`config.mk`:
```
export PLATFORM = sky130hd
export DESIGN_NAME = instr_fetch_unit_flat
export DESIGN_NICKNAME = d
export VERILOG_FILES = /design/src/rtl/instr_fetch_unit_if.sv /design/src/rtl/instr_fetch_unit.sv /design/src/flat_wrapper.sv
export SDC_FILE = /design/constraint.sdc
export NUM_CORES = 1
export LEC_CHECK = 0
export CAP_MARGIN = 20
export CORE_MARGIN = 1.5
export CORE_UTILIZATION = 30
export DETAILED_ROUTE_END_ITERATION = 8
export SYNTH_ARGS = -nofsm -noshare
export SYNTH_HDL_FRONTEND = slang
export SYNTH_SLANG_ARGS = --single-unit
export TNS_END_PERCENT = 10
```
`constraint.sdc`:
```
create_clock -name clk -period 3 [get_ports clk]
set_clock_uncertainty 0.2 [all_clocks]
set_input_delay 0.6 -clock clk [delete_from_list [all_inputs] [get_ports clk]]
set_output_delay 0.6 -clock clk [all_outputs]
set_load 0.01 [all_outputs]
```
`src/rtl/instr_fetch_unit_if.sv`:
```
// ---------------------------------------------------------------------------
// instr_fetch_unit_if
//   Bundles every non-clock, non-reset signal of the fetch unit:
//     - instruction-memory request  : imem_req_valid / imem_req_ready / imem_req_addr
//     - instruction-memory response : imem_resp_valid / imem_resp_data
//     - decode handshake            : Instruction / InstrPc / InstrValid / DecodeReady
//     - PC redirect                 : RedirectValid / RedirectTarget / MisalignErr
//     - statistics                  : InstrCount
//   master : the fetch unit side
//   slave  : the environment side (memory, decode, branch unit)
// ---------------------------------------------------------------------------
interface instr_fetch_unit_if;
    logic        imem_req_valid;
    logic        imem_req_ready;
    logic [31:0] imem_req_addr;
    logic        imem_resp_valid;
    logic [31:0] imem_resp_data;
    logic [31:0] Instruction;
    logic [31:0] InstrPc;
    logic        InstrValid;
    logic        DecodeReady;
    logic        RedirectValid;
    logic [31:0] RedirectTarget;
    logic        MisalignErr;
    logic [31:0] InstrCount;

    modport master (
        output imem_req_valid, imem_req_addr,
        input  imem_req_ready,
        input  imem_resp_valid, imem_resp_data,
        output Instruction, InstrPc, InstrValid,
        input  DecodeReady,
        input  RedirectValid, RedirectTarget,
        output MisalignErr, InstrCount
    );

    modport slave (
        input  imem_req_valid, imem_req_addr,
        output imem_req_ready,
        output imem_resp_valid, imem_resp_data,
        input  Instruction, InstrPc, InstrValid,
        output DecodeReady,
        output RedirectValid, RedirectTarget,
        input  MisalignErr, InstrCount
    );
endinterface

```
`src/rtl/instr_fetch_unit.sv`:
```
// ---------------------------------------------------------------------------
// instr_fetch_unit
//   Fetch stage of the single-cycle core. Holds the PC, keeps at most one
//   request outstanding to instruction memory, presents each returned word
//   and its PC to decode, and applies PC redirects while discarding any
//   response that belongs to the pre-redirect PC.
//
//   Ports:
//     clk  - core clock, rising edge
//     rst  - synchronous reset, active-high
//     bus  - instr_fetch_unit_if.master (memory request/response, decode
//            handshake, redirect, misalign pulse, accepted-instruction count)
//
//   Every output comes from a flip-flop; there is no combinational path
//   from any input to any output.
// ---------------------------------------------------------------------------
module instr_fetch_unit #(
    parameter logic [31:0] RESET_PC  = 32'h0000_0000,
    parameter logic [31:0] NOP_INSTR = 32'h0000_0013
) (
    input  logic                   clk,
    input  logic                   rst,
    instr_fetch_unit_if.master     bus
);

    typedef enum logic [2:0] {
        IDLE  = 3'd0,
        REQ   = 3'd1,
        WAIT  = 3'd2,
        OUT   = 3'd3,
        DRAIN = 3'd4
    } state_t;

    state_t      state;
    state_t      state_nxt;

    logic [31:0] pc;
    logic [31:0] redirect_pc;
    logic        req_valid_q;
    logic        req_valid_d;
    logic [31:0] instr_q;
    logic [31:0] instr_pc_q;
    logic        instr_valid_q;
    logic        misalign_q;
    logic [31:0] count_q;

    logic        resp_take;   // response captured for decode
    logic        decode_take; // decode consumed the held instruction
    logic        out_clear;   // held instruction leaves (consumed or squashed)

    // Bit 0 of the target is dropped by word alignment and does not feed
    // the misalign flag (only bit 1 does).
    logic        unused_target_bit;
    assign unused_target_bit = bus.RedirectTarget[0];

    assign redirect_pc = {bus.RedirectTarget[31:2], 2'b00};

    // -----------------------------------------------------------------------
    // FSM: state register
    // -----------------------------------------------------------------------
    always_ff @(posedge clk) begin
        if (rst) begin
            state <= IDLE;
        end else begin
            state <= state_nxt;
        end
    end

    // -----------------------------------------------------------------------
    // FSM: next-state logic (redirect takes priority in every state)
    // -----------------------------------------------------------------------
    always_comb begin
        state_nxt = state;
        case (state)
            IDLE: begin
                state_nxt = bus.RedirectValid ? IDLE : REQ;
            end
            REQ: begin
                if (bus.RedirectValid) begin
                    // An accepted old-address request still owes a response.
                    state_nxt = bus.imem_req_ready ? DRAIN : REQ;
                end else if (bus.imem_req_ready) begin
                    state_nxt = WAIT;
                end
            end
            WAIT: begin
                if (bus.RedirectValid) begin
                    state_nxt = bus.imem_resp_valid ? REQ : DRAIN;
                end else if (bus.imem_resp_valid) begin
                    state_nxt = OUT;
                end
            end
            OUT: begin
                if (bus.RedirectValid || bus.DecodeReady) begin
                    state_nxt = REQ;
                end
            end
            DRAIN: begin
                if (bus.imem_resp_valid) begin
                    state_nxt = REQ;
                end
            end
            default: begin
                state_nxt = IDLE;
            end
        endcase
    end

    // -----------------------------------------------------------------------
    // FSM: output logic (next values of the registered outputs)
    // -----------------------------------------------------------------------
    always_comb begin
        req_valid_d = (state_nxt == REQ);
        resp_take   = (state == WAIT) && bus.imem_resp_valid && !bus.RedirectValid;
        decode_take = (state == OUT)  && bus.DecodeReady     && !bus.RedirectValid;
        out_clear   = (state == OUT)  && (bus.DecodeReady || bus.RedirectValid);
    end

    // -----------------------------------------------------------------------
    // Registered datapath and outputs
    // -----------------------------------------------------------------------
    always_ff @(posedge clk) begin
        if (rst) begin
            pc            <= RESET_PC;
            req_valid_q   <= 1'b0;
            instr_q       <= NOP_INSTR;
            instr_pc_q    <= 32'h0000_0000;
            instr_valid_q <= 1'b0;
            misalign_q    <= 1'b0;
            count_q       <= 32'h0000_0000;
        end else begin
            req_valid_q <= req_valid_d;
            misalign_q  <= bus.RedirectValid && bus.RedirectTarget[1];

            if (bus.RedirectValid) begin
                pc <= redirect_pc;
            end else if (resp_take) begin
                pc <= pc + 32'd4;   // natural 32-bit wrap
            end

            if (resp_take) begin
                instr_q       <= bus.imem_resp_data;
                instr_pc_q    <= pc;
                instr_valid_q <= 1'b1;
            end else if (out_clear) begin
                instr_q       <= NOP_INSTR;
                instr_valid_q <= 1'b0;
            end

            if (decode_take) begin
                count_q <= count_q + 32'd1;
            end
        end
    end

    // The request address is the PC register itself, so a redirect while a
    // request is being held shows up on the bus the following cycle.
    assign bus.imem_req_valid = req_valid_q;
    assign bus.imem_req_addr  = pc;
    assign bus.Instruction    = instr_q;
    assign bus.InstrPc        = instr_pc_q;
    assign bus.InstrValid     = instr_valid_q;
    assign bus.MisalignErr    = misalign_q;
    assign bus.InstrCount     = count_q;

endmodule

```
`src/flat_wrapper.sv`:
```
// flat-port wrapper written by rule: the top's interface ports become plain ports
module instr_fetch_unit_flat 
#(
    parameter logic [31:0] RESET_PC  = 32'h0000_0000,
    parameter logic [31:0] NOP_INSTR = 32'h0000_0013
)
  (clk, rst, bus_imem_req_valid, bus_imem_req_addr, bus_imem_req_ready, bus_imem_resp_valid, bus_imem_resp_data, bus_Instruction, bus_InstrPc, bus_InstrValid, bus_DecodeReady, bus_RedirectValid, bus_RedirectTarget, bus_MisalignErr, bus_InstrCount);
  instr_fetch_unit_if bus_i ();
  input  logic clk;
  input  logic rst;
  output wire logic [$bits(bus_i.imem_req_valid)-1:0] bus_imem_req_valid;
  output wire logic [$bits(bus_i.imem_req_addr)-1:0] bus_imem_req_addr;
  input wire logic [$bits(bus_i.imem_req_ready)-1:0] bus_imem_req_ready;
  input wire logic [$bits(bus_i.imem_resp_valid)-1:0] bus_imem_resp_valid;
  input wire logic [$bits(bus_i.imem_resp_data)-1:0] bus_imem_resp_data;
  output wire logic [$bits(bus_i.Instruction)-1:0] bus_Instruction;
  output wire logic [$bits(bus_i.InstrPc)-1:0] bus_InstrPc;
  output wire logic [$bits(bus_i.InstrValid)-1:0] bus_InstrValid;
  input wire logic [$bits(bus_i.DecodeReady)-1:0] bus_DecodeReady;
  input wire logic [$bits(bus_i.RedirectValid)-1:0] bus_RedirectValid;
  input wire logic [$bits(bus_i.RedirectTarget)-1:0] bus_RedirectTarget;
  output wire logic [$bits(bus_i.MisalignErr)-1:0] bus_MisalignErr;
  output wire logic [$bits(bus_i.InstrCount)-1:0] bus_InstrCount;
  assign bus_imem_req_valid = bus_i.imem_req_valid;
  assign bus_imem_req_addr = bus_i.imem_req_addr;
  assign bus_i.imem_req_ready = bus_imem_req_ready;
  assign bus_i.imem_resp_valid = bus_imem_resp_valid;
  assign bus_i.imem_resp_data = bus_imem_resp_data;
  assign bus_Instruction = bus_i.Instruction;
  assign bus_InstrPc = bus_i.InstrPc;
  assign bus_InstrValid = bus_i.InstrValid;
  assign bus_i.DecodeReady = bus_DecodeReady;
  assign bus_i.RedirectValid = bus_RedirectValid;
  assign bus_i.RedirectTarget = bus_RedirectTarget;
  assign bus_MisalignErr = bus_i.MisalignErr;
  assign bus_InstrCount = bus_i.InstrCount;
  instr_fetch_unit #(.RESET_PC(RESET_PC), .NOP_INSTR(NOP_INSTR)) u_core (.clk(clk), .rst(rst), .bus(bus_i));
endmodule
```
# Word-level counts from Yosys, hierarchy flattened
# Cells that the tools add are included.
# totals
ff_bits	134
ramBits	0
latchBits	0
mem_bits_ro	0
wordCells	44
mem_count	0
# classes
n_addsub	2
n_reduce_logical	12
n_eq_ne	5
mul	0
shifts	0
n_lt_le_gt_ge	0
bitwise_logic	0
muxes	16
n_div	0
# ops
op	n
$mux W32	4
$add A32 B1 Y32 const B	1
$add A32 B3 Y32 const B	1
$mux W3	8
$pmux W3 S5	1
$eq A3 B1 Y1 const B	2
$eq A3 B2 Y1 const B	2
$logic_and A1 B1 Y1	6
$reduce_bool A2 Y1	2
$eq A3 B3 Y1 const B	1
$logic_not A3 Y1	1
$mux W1	3
$reduce_or A2 Y1	1
$logic_not A1 Y1	1
$logic_or A1 B1 Y1	1

# Longest topological paths before layout
# Gate-level depths: netlist (run 1).
# depth
depth_word	5
ltp_mapped	9
ltp_nobuf	6

# Worst setup path after synthesis (run 1)
# No wires, ideal clock.
# synth_path
path_kind	flip-flop to flip-flop
startpoint	register u_core.count_q[10], in the netlist u_core.bus.InstrCount[10]
endpoint	register u_core.count_q[29], in the netlist u_core.bus.InstrCount[29]
stages_incl_launch_ff	8
path_slack_ps	619
t_arrival_ps	2110
setup_time_ps	70
n_path_buf	2
path_cell_list	dfxtp_1 nand4_2 or3_1 buf_2 or3_1 buf_2 or4_1 a21oi_1
# synth_via
elab_chain_len	1
# synth_rtl
element	line	text
from (decl)	instr_fetch_unit.sv:45	logic [31:0] count_q;
from (signal assigned)	instr_fetch_unit.sv:151	count_q <= count_q + 32'd1;
$add A32 B1 Y32	instr_fetch_unit.sv:151	
# Every way passes these cells.
# A chain may end at the register's enable or synchronous reset.

# Final worst setup path (run 1)
# layout_path
startpoint	register u_core.count_q[11], in the netlist u_core.bus.InstrCount[11]
endpoint	register u_core.count_q[29], in the netlist u_core.bus.InstrCount[29]
# Same word-level chain as after synthesis.

==> results of run 1 <==
[through the flow]
| stage | hold slack, ns | cells | cell area, µm² | utilization (%) |
|---|---|---|---|---|
| 4_1_cts | 0.2537 | 1088 | 8279 | 46.09 |
| 2_1_floorplan | 0.2805 | 660 | 5517 | - |
| 6_report | 0.2534 | 1088 | 8279 | 46.09 |
| 5_1_grt | 0.2679 | 1088 | 8279 | 46.09 |
| 3_3_place_gp | 0.2412 | 1057 | 7746 | 43.12 |
| 3_5_place_dp | 0.2460 | 1057 | 7746 | 43.12 |
[state kept, by name, indices dropped and copies added, names as in the netlist]
signal                     count
u_core.bus.MisalignErr         1
u_core.state                   3
u_core.bus.InstrCount         32
u_core.bus.imem_req_valid      1
u_core.bus.InstrPc            30
u_core.bus.Instruction        32
u_core.bus.imem_req_addr      30
u_core.bus.InstrValid          1
[Yosys cell counts (all sizes together)]
library cell and n:
o31a 1, or2 2, o31ai 1, a211oi 19, a21oi 54, a31oi 3, conb 1, a31o 1
nor2 84, clkbuf 38, ha 2, o21bai 1, nor4 9, nand4b 2, and3 10, or3 12
and3b 3, nor4bb 1, nor3b 2, a22oi 29, nor3 7, nand2 92, o21ai 12, mux2i 2
xnor2 25, o22ai 4, xor2 24, dfxtp 130, nand4 25, and2 9, and4b 1, inv 8
a22o 1, and4 8, buf 9, or4 1, nand3 19, nand4bb 1, nand2b 4
[final cells by class]
type | instances | area (µm²)
Fill cell | 1808 | 9684
Multi-Input combinational cell | 475 | 2703
Sequential cell | 130 | 2603
Timing Repair Buffer | 215 | 2125
Clock buffer | 22 | 474.2
Tap cell | 229 | 286.5
Clock inverter | 9 | 58.81
Inverter | 8 | 30.03
[kinds of logic (layout without fill, tap and decap cells)]
| logic type | after synthesis | count (layout) |
|---|---|---|
| other | 1 | 4 |
| multiplexers | 2 | 2 |
| buffers and inverters | 55 | 254 |
| XOR/XNOR | 49 | 49 |
| flip-flops | 130 | 130 |
| adder cells (fa/ha/maj) | 2 | 2 |
| AND/OR/NAND/NOR | 292 | 292 |
| AO/OA/AOI/OAI | 126 | 126 |
[report_power, final]
group	switching [mW]	internal, mW	total [mW]
sequential	0.0524	1.76	1.81
combinational	0.126	0.179	0.306
clock	0.776	1.11	1.89
total	0.954	3.05	4.01
[worst max path at each step]
stage	startpoint	to	slack, ns	cells past startpoint
4_1_cts	u_core.bus.InstrCount[11]	u_core.bus.InstrCount[29]	0.49	5
3_3_place_gp	bus_imem_resp_valid	u_core.bus.imem_req_addr[29]	0.16	7
5_1_grt	u_core.bus.InstrCount[11]	u_core.bus.InstrCount[29]	0.36	5
6_report	u_core.bus.InstrCount[11]	u_core.bus.InstrCount[29]	0.50	5
2_1_floorplan	u_core.bus.InstrCount[10]	u_core.bus.InstrCount[29]	0.62	7
3_5_place_dp	bus_imem_resp_valid	u_core.bus.imem_req_addr[27]	0.1	7
[worst max-delay path, delay by kind of cell, from the launching register on]
kind,cells,cell delay [ns]
AOI/OAI and AO/OA,1,0.14
and+or+nand+nor,4,1.66
DFF,1,0.43
[per-layer routing]
metal	GRT usage, %	vias to the layer above
met2	25.98	152
met1	22.16	2400
met5	0	-
met4	4.931	0
met3	6.443	9
li1	-	2669
==> qor.txt, run 1 <==
Final setup violation count = 0
Sequential area share after synthesis = 47.27%
Kind of critical path = reg -> reg
CP startpoint kind = flop
Critical R2R Launch = u_core.bus.InstrCount[11]
Die Y = 138.5 µm
Commonest non-fill, non-tap cell in the layout = clkdlybuf4s50_1
Total gr overflow = 0
First-pass GRT wire length = 26,210 µm
Largest family of logic cells by synthesized area = simple AND/OR/NAND/NOR gates
Pleak = 2.842 nW
CTS tree = done
Compound-Gate Fraction of Synth Area = 14.09%
Detailed Place HPWL = 11,330 µm
Clk_lat worst skew = 0.41 ns
CP endpoint kind = flop
Crit-path max cell delay = 0.52 ns
Area share of the largest cell type after synthesis = 47.27%
WL final = 16,340 µm
Clock Tree Root = clkbuf_16
Count of cell types in the netlist = 43
Flops & latches, synth = 130
H-tree Lvls = 4
Fin. max-slew vios = 0
Via count = 5,230
Gpl congestion = 0.8012
Area grow syn2layout = 50.39%
Num CTS Buffers = 17
Worst path arrival time = 2.64 ns
Drt pass-1 iters = 5
Max cap viols = 0
Die W = 138.5 µm
R2R setup slack = 0.50 ns
Commonest non-fill, non-tap cells in the layout = clkdlybuf4s50_1 (194), dfxtp_1 (130), nand2_1 (92)
Total GRT Usage = 16.94%
R2r endpoint = u_core.bus.InstrCount[29]
Die area = 19,170 µm²
Initial antenna violation count = 0
R2R depth = 5
FP Rows = 49
Hold Startpoint = u_core.bus.InstrPc[16]
CP max stage cell = or3_1
Synth area leaders = dfxtp_1 (47%), nand2_1 (6.3%), nor2_1 (5.7%), a21oi_1 (4.9%), xnor2_1 (4.0%)
Met2 WL = 7183 µm
Worst-path fanout max = 9
DRT iter0 DRCs = 283
Number of synthesis warnings = 0
Area share of fa/ha/maj cells after synthesis = 0.4545%
Met3 WL = 1180 µm
Peak VDD IR = 370.0 µV
RSZ-0062 raised after global routing = false
Core area = 17,960 µm²
Initial Util = 30.65%
Hold endpoint = u_core.bus.InstrPc[16]
Synth area leader = dfxtp_1
WP data required = 3.14 ns
Syn avg cell area = 8.379 µm²
Post-CTS Setup Inserts = 0
Worst Hold Class = reg -> reg
Clk slew on worst S/H paths = 0.06 ns
Mux contribution to synthesized area = 0.3636%
Xor and xnor area share after synthesis = 7.795%
Pwr Total = 4.005 mW
WHS Path Cells = 2
Number of remaining DRC errors = 0
Setup TNS = 0 ns
Largest net degree at the start of global routing = 55
Status = complete, no violations
Vias/cell = 4.807
I/O pins = 201
Final WS setup = 0.5011 ns
DR top layer = met4
Post-synthesis simple-gate area fraction = 25.86%
Fin nets = 919
Antenna Nets Post-Route = 0
Ant diodes = 0
Layout cell share with drive strength beyond 1 = 6.636%
CTS Hold Bufs = 0
Mapped Area = 5505 µm²
Max_slew headroom = 51.22%
CP dominant cell by count = or3_1
Port buffer count = 195
WL/cell = 15.02 µm
Pre-CTS setup slack = 0.09621 ns
Worst Tran Pin Value = 0.7302 ns
Crit-path cells = nand4_2, or3_1, or3_1, or4_1, a21oi_1
Tcrit/Tclk final = 83.30%
CTS max path bufs = 2
F_max = 0.4002 GHz
Met1 wire length = 7816 µm
PwrDens = 483.8 nW/µm²
Clock period minus worst slack = 2.499 ns
Hold Fails Final Rpt = 0
Clk sink count = 130
Vias in the first global route = 5,008
Cts repair resizes = 0
Cells after synthesis = 657
Power figures use the tool's default switching activity.
==> run 2: changes to the inputs <==
==> constraint.sdc (replaced) <==
create_clock -name clk -period 2.4 [get_ports clk]
set_clock_uncertainty 0.2 [all_clocks]
set_input_delay 0.48 -clock clk [delete_from_list [all_inputs] [get_ports clk]]
set_output_delay 0.48 -clock clk [all_outputs]
set_load 0.01 [all_outputs]
==> qor.txt, run 2 (synthesis results as in run 1) <==
Status = complete, no violations
Worst Hold Class = reg -> reg
Number of remaining DRC errors = 0
Switching share of power = 22.39%
RSZ-0062 raised after global routing = false
Fin nets = 941
WL final = 16,380 µm
CP dominant cell by count = or3_1
Ant diodes = 0
Layout cell share with drive strength beyond 1 = 8.844%
PwrDens = 621.6 nW/µm²
First-pass GRT wire length = 26,940 µm
Detailed Place HPWL = 11,600 µm
Clk_lat worst skew = 0.41 ns
CP Buf/Inv Count = 0
Die area = 19,170 µm²
Largest net degree at the start of global routing = 49
Met2 WL = 7373 µm
Die Y = 138.5 µm
Fin area = 8547 µm²
Peak VDD IR = 465.8 µV
Clock power share = 49.9%
Cell-internal power = 4.123 mW
Final setup violation count = 0
Vias/cell = 4.826
H-tree Lvls = 4
Met3 WL = 1200 µm
Pre-CTS setup slack = -0.1695 ns
F_max = 0.4514 GHz
Worst path arrival time = 2.36 ns
CP startpoint kind = flop
Crit-path max cell delay = 0.45 ns
I/O pins = 201
Clock Tree Root = clkbuf_16
Die W = 138.5 µm
Post-DP Area = 7949 µm²
Tcrit/Tclk final = 92.31%
Cts repair resizes = 0
Area occupied by multi-input gates = 2703 µm²
Area grow syn2layout = 55.25%
Psw = 1.190 mW
CTS Hold Bufs = 0
Pleak = 3.007 nW
FP Rows = 49
Via count = 5,362
Fin. max-slew vios = 0
Antenna Nets Post-Route = 0
Post-CTS Setup Inserts = 0
Kind of critical path = reg -> reg
Final WS setup = 0.1846 ns
Reg power frac = 42.5%
DR top layer = met4
Initial antenna violation count = 0
Crit-path cells = nand4_2, or3_1, or3_1, or4_1, a21oi_1
Clock period minus worst slack = 2.215 ns
Commonest non-fill, non-tap cells in the layout = clkdlybuf4s50_1 (194), dfxtp_1 (130), nand2_1 (92)
Max cap viols = 0
Comb power frac = 7.6%
Initial Util = 30.65%
CP endpoint kind = flop
Total GRT Usage = 17.28%
Pwr Total = 5.313 mW
Clk slew on worst S/H paths = 0.06 ns
Worst-path fanout max = 8
Hold Fails Final Rpt = 0
Delay-heaviest family, CP = simple AND/OR/NAND/NOR gates
Clk sink count = 130
Num CTS Buffers = 17
Met1 wire length = 7591 µm
Drt pass-1 iters = 6
WL/cell = 14.74 µm
CTS max path bufs = 2
CTS tree = done
Setup TNS = 0 ns
Port buffer count = 195
Commonest non-fill, non-tap cell in the layout = clkdlybuf4s50_1
Gpl congestion = 0.7653
DRT iter0 DRCs = 238
# fillers = 1,761
WP data required = 2.55 ns
CP max stage cell = or3_1
Vias in the first global route = 5,162
Total gr overflow = 0
Register Area = 2603 µm²
Core area = 17,960 µm²
[run 2: tightest hold or removal path, delay by kind of cell (launching register included)]
kind            cells  cell delay [ns]
compound gates      1             0.05
flops               1             0.30
simple gates        1             0.05
[run 2: final timing paths]
path                                to  cells past startpoint  slack (ns)                       from
max          u_core.bus.InstrCount[29]                      5        0.18  u_core.bus.InstrCount[13]
min              u_core.bus.InstrPc[6]                      2        0.25      u_core.bus.InstrPc[6]
max reg2reg  u_core.bus.InstrCount[29]                      5        0.18  u_core.bus.InstrCount[13]
min reg2reg      u_core.bus.InstrPc[6]                      2        0.25      u_core.bus.InstrPc[6]
[run 2: cell type report]
| type | count | area share, % |
|---|---|---|
| clock inverter | 9 | 1.522 |
| inverter | 8 | 0.3513 |
| sequential | 130 | 30.45 |
| tap | 229 | 3.352 |
| clock buffer | 23 | 5.475 |
| multi-input combinational | 475 | 31.62 |
| timing repair buffer | 237 | 27.23 |
[run 2: power by group through the flow]
| stage | sequential (mW) | clock [mW] | combinational (mW) |
|---|---|---|---|
| 2_1_floorplan | 2.31 | 0 | 0.143 |
| 3_3_place_gp | 2.31 | 0 | 0.403 |
| 3_5_place_dp | 2.31 | 0 | 0.404 |
| 4_1_cts | 2.26 | 2.72 | 0.406 |
| 5_1_grt | 2.27 | 2.81 | 0.435 |
| 6_report | 2.26 | 2.65 | 0.402 |
[run 2: per-stage QoR]
| stage | util, % | instances | hold slack [ns] |
|---|---|---|---|
| 2_1_floorplan | - | 660 | 0.2805 |
| 3_3_place_gp | 44.25 | 1079 | 0.2421 |
| 3_5_place_dp | 44.25 | 1079 | 0.2467 |
| 4_1_cts | 47.58 | 1111 | 0.2492 |
| 5_1_grt | 47.58 | 1111 | 0.2676 |
| 6_report | 47.58 | 1111 | 0.2521 |
[run 2: routing by layer]
layer / vias to the layer above / GRT usage [%]
met5: - / 0
met4: 0 / 6.150
met3: 15 / 5.715
met2: 153 / 27.10
met1: 2478 / 22.22
li1: 2716 / -
==> run 3: changes to the inputs <==
--- a/config.mk
+++ b/config.mk
@@ -5,10 +5,10 @@
 export SDC_FILE = /design/constraint.sdc
 export NUM_CORES = 1
 export LEC_CHECK = 0
-export CAP_MARGIN = 20
 export CORE_MARGIN = 1.5
 export CORE_UTILIZATION = 30
 export DETAILED_ROUTE_END_ITERATION = 8
+export GPL_TIMING_DRIVEN = 0
 export SYNTH_ARGS = -nofsm -noshare
 export SYNTH_HDL_FRONTEND = slang
 export SYNTH_SLANG_ARGS = --single-unit
==> qor.txt, run 3 (synthesis results as in run 1) <==
Num CTS Buffers = 17
Post-DP Area = 7745 µm²
CTS Hold Bufs = 0
Worst Hold Class = reg -> reg
Drt pass-1 iters = 4
Max cap viols = 0
Clock period minus worst slack = 2.359 ns
Initial Util = 30.65%
Register Area = 2628 µm²
Area occupied by multi-input gates = 2754 µm²
Worst Setup EP = u_core.bus.InstrCount[29]
Critical R2R Launch = u_core.bus.InstrCount[0]
Total GRT Usage = 18.21%
Fin. max-slew vios = 0
Util after Layout = 46.93%
FP Rows = 49
F_max = 0.4239 GHz
Fin area = 8431 µm²
Hold Fails Final Rpt = 0
Worst-path fanout max = 9
Clock Tree Root = clkbuf_16
Vias/cell = 4.839
Max_slew headroom = 57.36%
Pleak = 2.917 nW
Largest net degree at the start of global routing = 17
CP startpoint kind = flop
Core area = 17,960 µm²
Die W = 138.5 µm
Pwr Total = 5.160 mW
R2R setup slack = 0.04 ns
DR top layer = met4
Fin nets = 945
Area grow syn2layout = 53.14%
Final setup violation count = 0
Antenna Nets Post-Route = 0
First-pass GRT wire length = 27,740 µm
Met1 wire length = 8101 µm
Met2 WL = 7768 µm
WP data required = 2.54 ns
PwrDens = 612.1 nW/µm²
DRT iter0 DRCs = 287
CP endpoint kind = flop
Clk sink count = 130
Tcrit/Tclk final = 98.28%
Worst path arrival time = 2.50 ns
Die Y = 138.5 µm
Detailed Place HPWL = 12,760 µm
Initial antenna violation count = 0
Port buffer count = 194
Gpl congestion = 0.8181
I/O pins = 201
Met3 WL = 1391 µm
Kind of critical path = reg -> reg
Status = complete, no violations
Commonest non-fill, non-tap cell in the layout = clkdlybuf4s50_1
Peak VDD IR = 548.3 µV
Total gr overflow = 0
Worst Tran Pin Value = 0.6382 ns
Layout cell share with drive strength beyond 1 = 7.449%
Die area = 19,170 µm²
Via count = 5,395
R2R depth = 7
H-tree Lvls = 4
Crit. Startpoint = u_core.bus.InstrCount[0]
Number of remaining DRC errors = 0
Commonest non-fill, non-tap cells in the layout = clkdlybuf4s50_1 (193), dfxtp_1 (122), nand2_1 (91)
WL/cell = 15.74 µm
R2r endpoint = u_core.bus.InstrCount[29]
Vias in the first global route = 5,164
CTS max path bufs = 2
# fillers = 1,791
RSZ-0062 raised after global routing = true
Clk slew on worst S/H paths = 0.05 ns
CTS tree = done
WL final = 17,550 µm
Clk_lat worst skew = 0.42 ns
Ant diodes = 0
## run 3: changes by cell type in the layout (fill, tap and decap cells not counted), moves of 3 or more
| cell | before | now |
|---|---|---|
| dfxtp_4 | 0 | 6 |
| buf_12 | 5 | 0 |
| buf_4 | 38 | 7 |
| buf_2 | 0 | 3 |
| clkinv_2 | 3 | 6 |
| dfxtp_1 | 130 | 122 |
| clkbuf_2 | 0 | 6 |
| clkbuf_4 | 0 | 3 |
| clkbuf_1 | 4 | 30 |
## run 3: worst min path at each step
stage,to,slack [ns],startpoint,depth (start not counted)
2_1_floorplan,u_core.bus.InstrPc[10],0.28,u_core.bus.InstrPc[10],2
3_3_place_gp,u_core.bus.InstrPc[28],0.24,u_core.bus.InstrPc[28],2
3_5_place_dp,u_core.bus.InstrPc[27],0.25,u_core.bus.InstrPc[27],2
4_1_cts,u_core.bus.InstrPc[23],0.25,u_core.bus.InstrPc[23],2
5_1_grt,u_core.bus.InstrPc[27],0.28,u_core.bus.InstrPc[27],2
6_report,u_core.bus.InstrPc[27],0.25,u_core.bus.InstrPc[27],2
## run 3: report_power, final
group	total, mW	leakage (nW)	internal (mW)	switching, mW
Combinational	0.405	1.58	0.227	0.177
Sequential	2.25	1.06	2.19	0.0601
Clock	2.50	0.272	1.54	0.959
## run 3: repair_timing
| item | CTS | global route |
|---|---|---|
| pin swaps | 1 | 2 |
| gates resized for setup | 12 | 30 |
| setup endpoints to repair | 76 | 89 |
| buffers inserted | 1 | 2 |
## run 3: metrics by stage
step	std cells	setup WS, ns	hold WS [ns]	TNS (ns)
after floorplan	660	0.01934	0.2805	0
after global placement	1083	-1.078	0.2420	-58.22
after detailed placement	1083	-1.087	0.2473	-58.21
after CTS	1116	-0.07002	0.2550	-0.1088
after global routing	1115	-0.1076	0.2750	-0.4871
final	1115	0.04120	0.2519	0
## run 3: worst max-delay path, cell delays in order (launching register included)
cell      delay [ns]
dfxtp_1         0.41
and2_1          0.15
clkbuf_1        0.27
nand4_1         0.22
or3_1           0.34
buf_2           0.17
or4_1           0.40
a21oi_1         0.14
## run 3: layout make-up
| class | instances | share of cell area (%) |
|---|---|---|
| Buffer | 44 | 2.404 |
| Clock buffer | 21 | 5.343 |
| Clock inverter | 11 | 1.336 |
| Inverter | 8 | 0.3562 |
| Multi-Input combinational cell | 475 | 32.67 |
| Sequential cell | 130 | 31.17 |
| Tap cell | 229 | 3.399 |
| Timing Repair Buffer | 197 | 23.33 |
## run 3: metal layers
metal  track usage, %  up-vias
li1                 -     2713
met1            23.60     2501
met2            27.81      162
met3            6.720       19
met4            6.482        0
met5                0        -
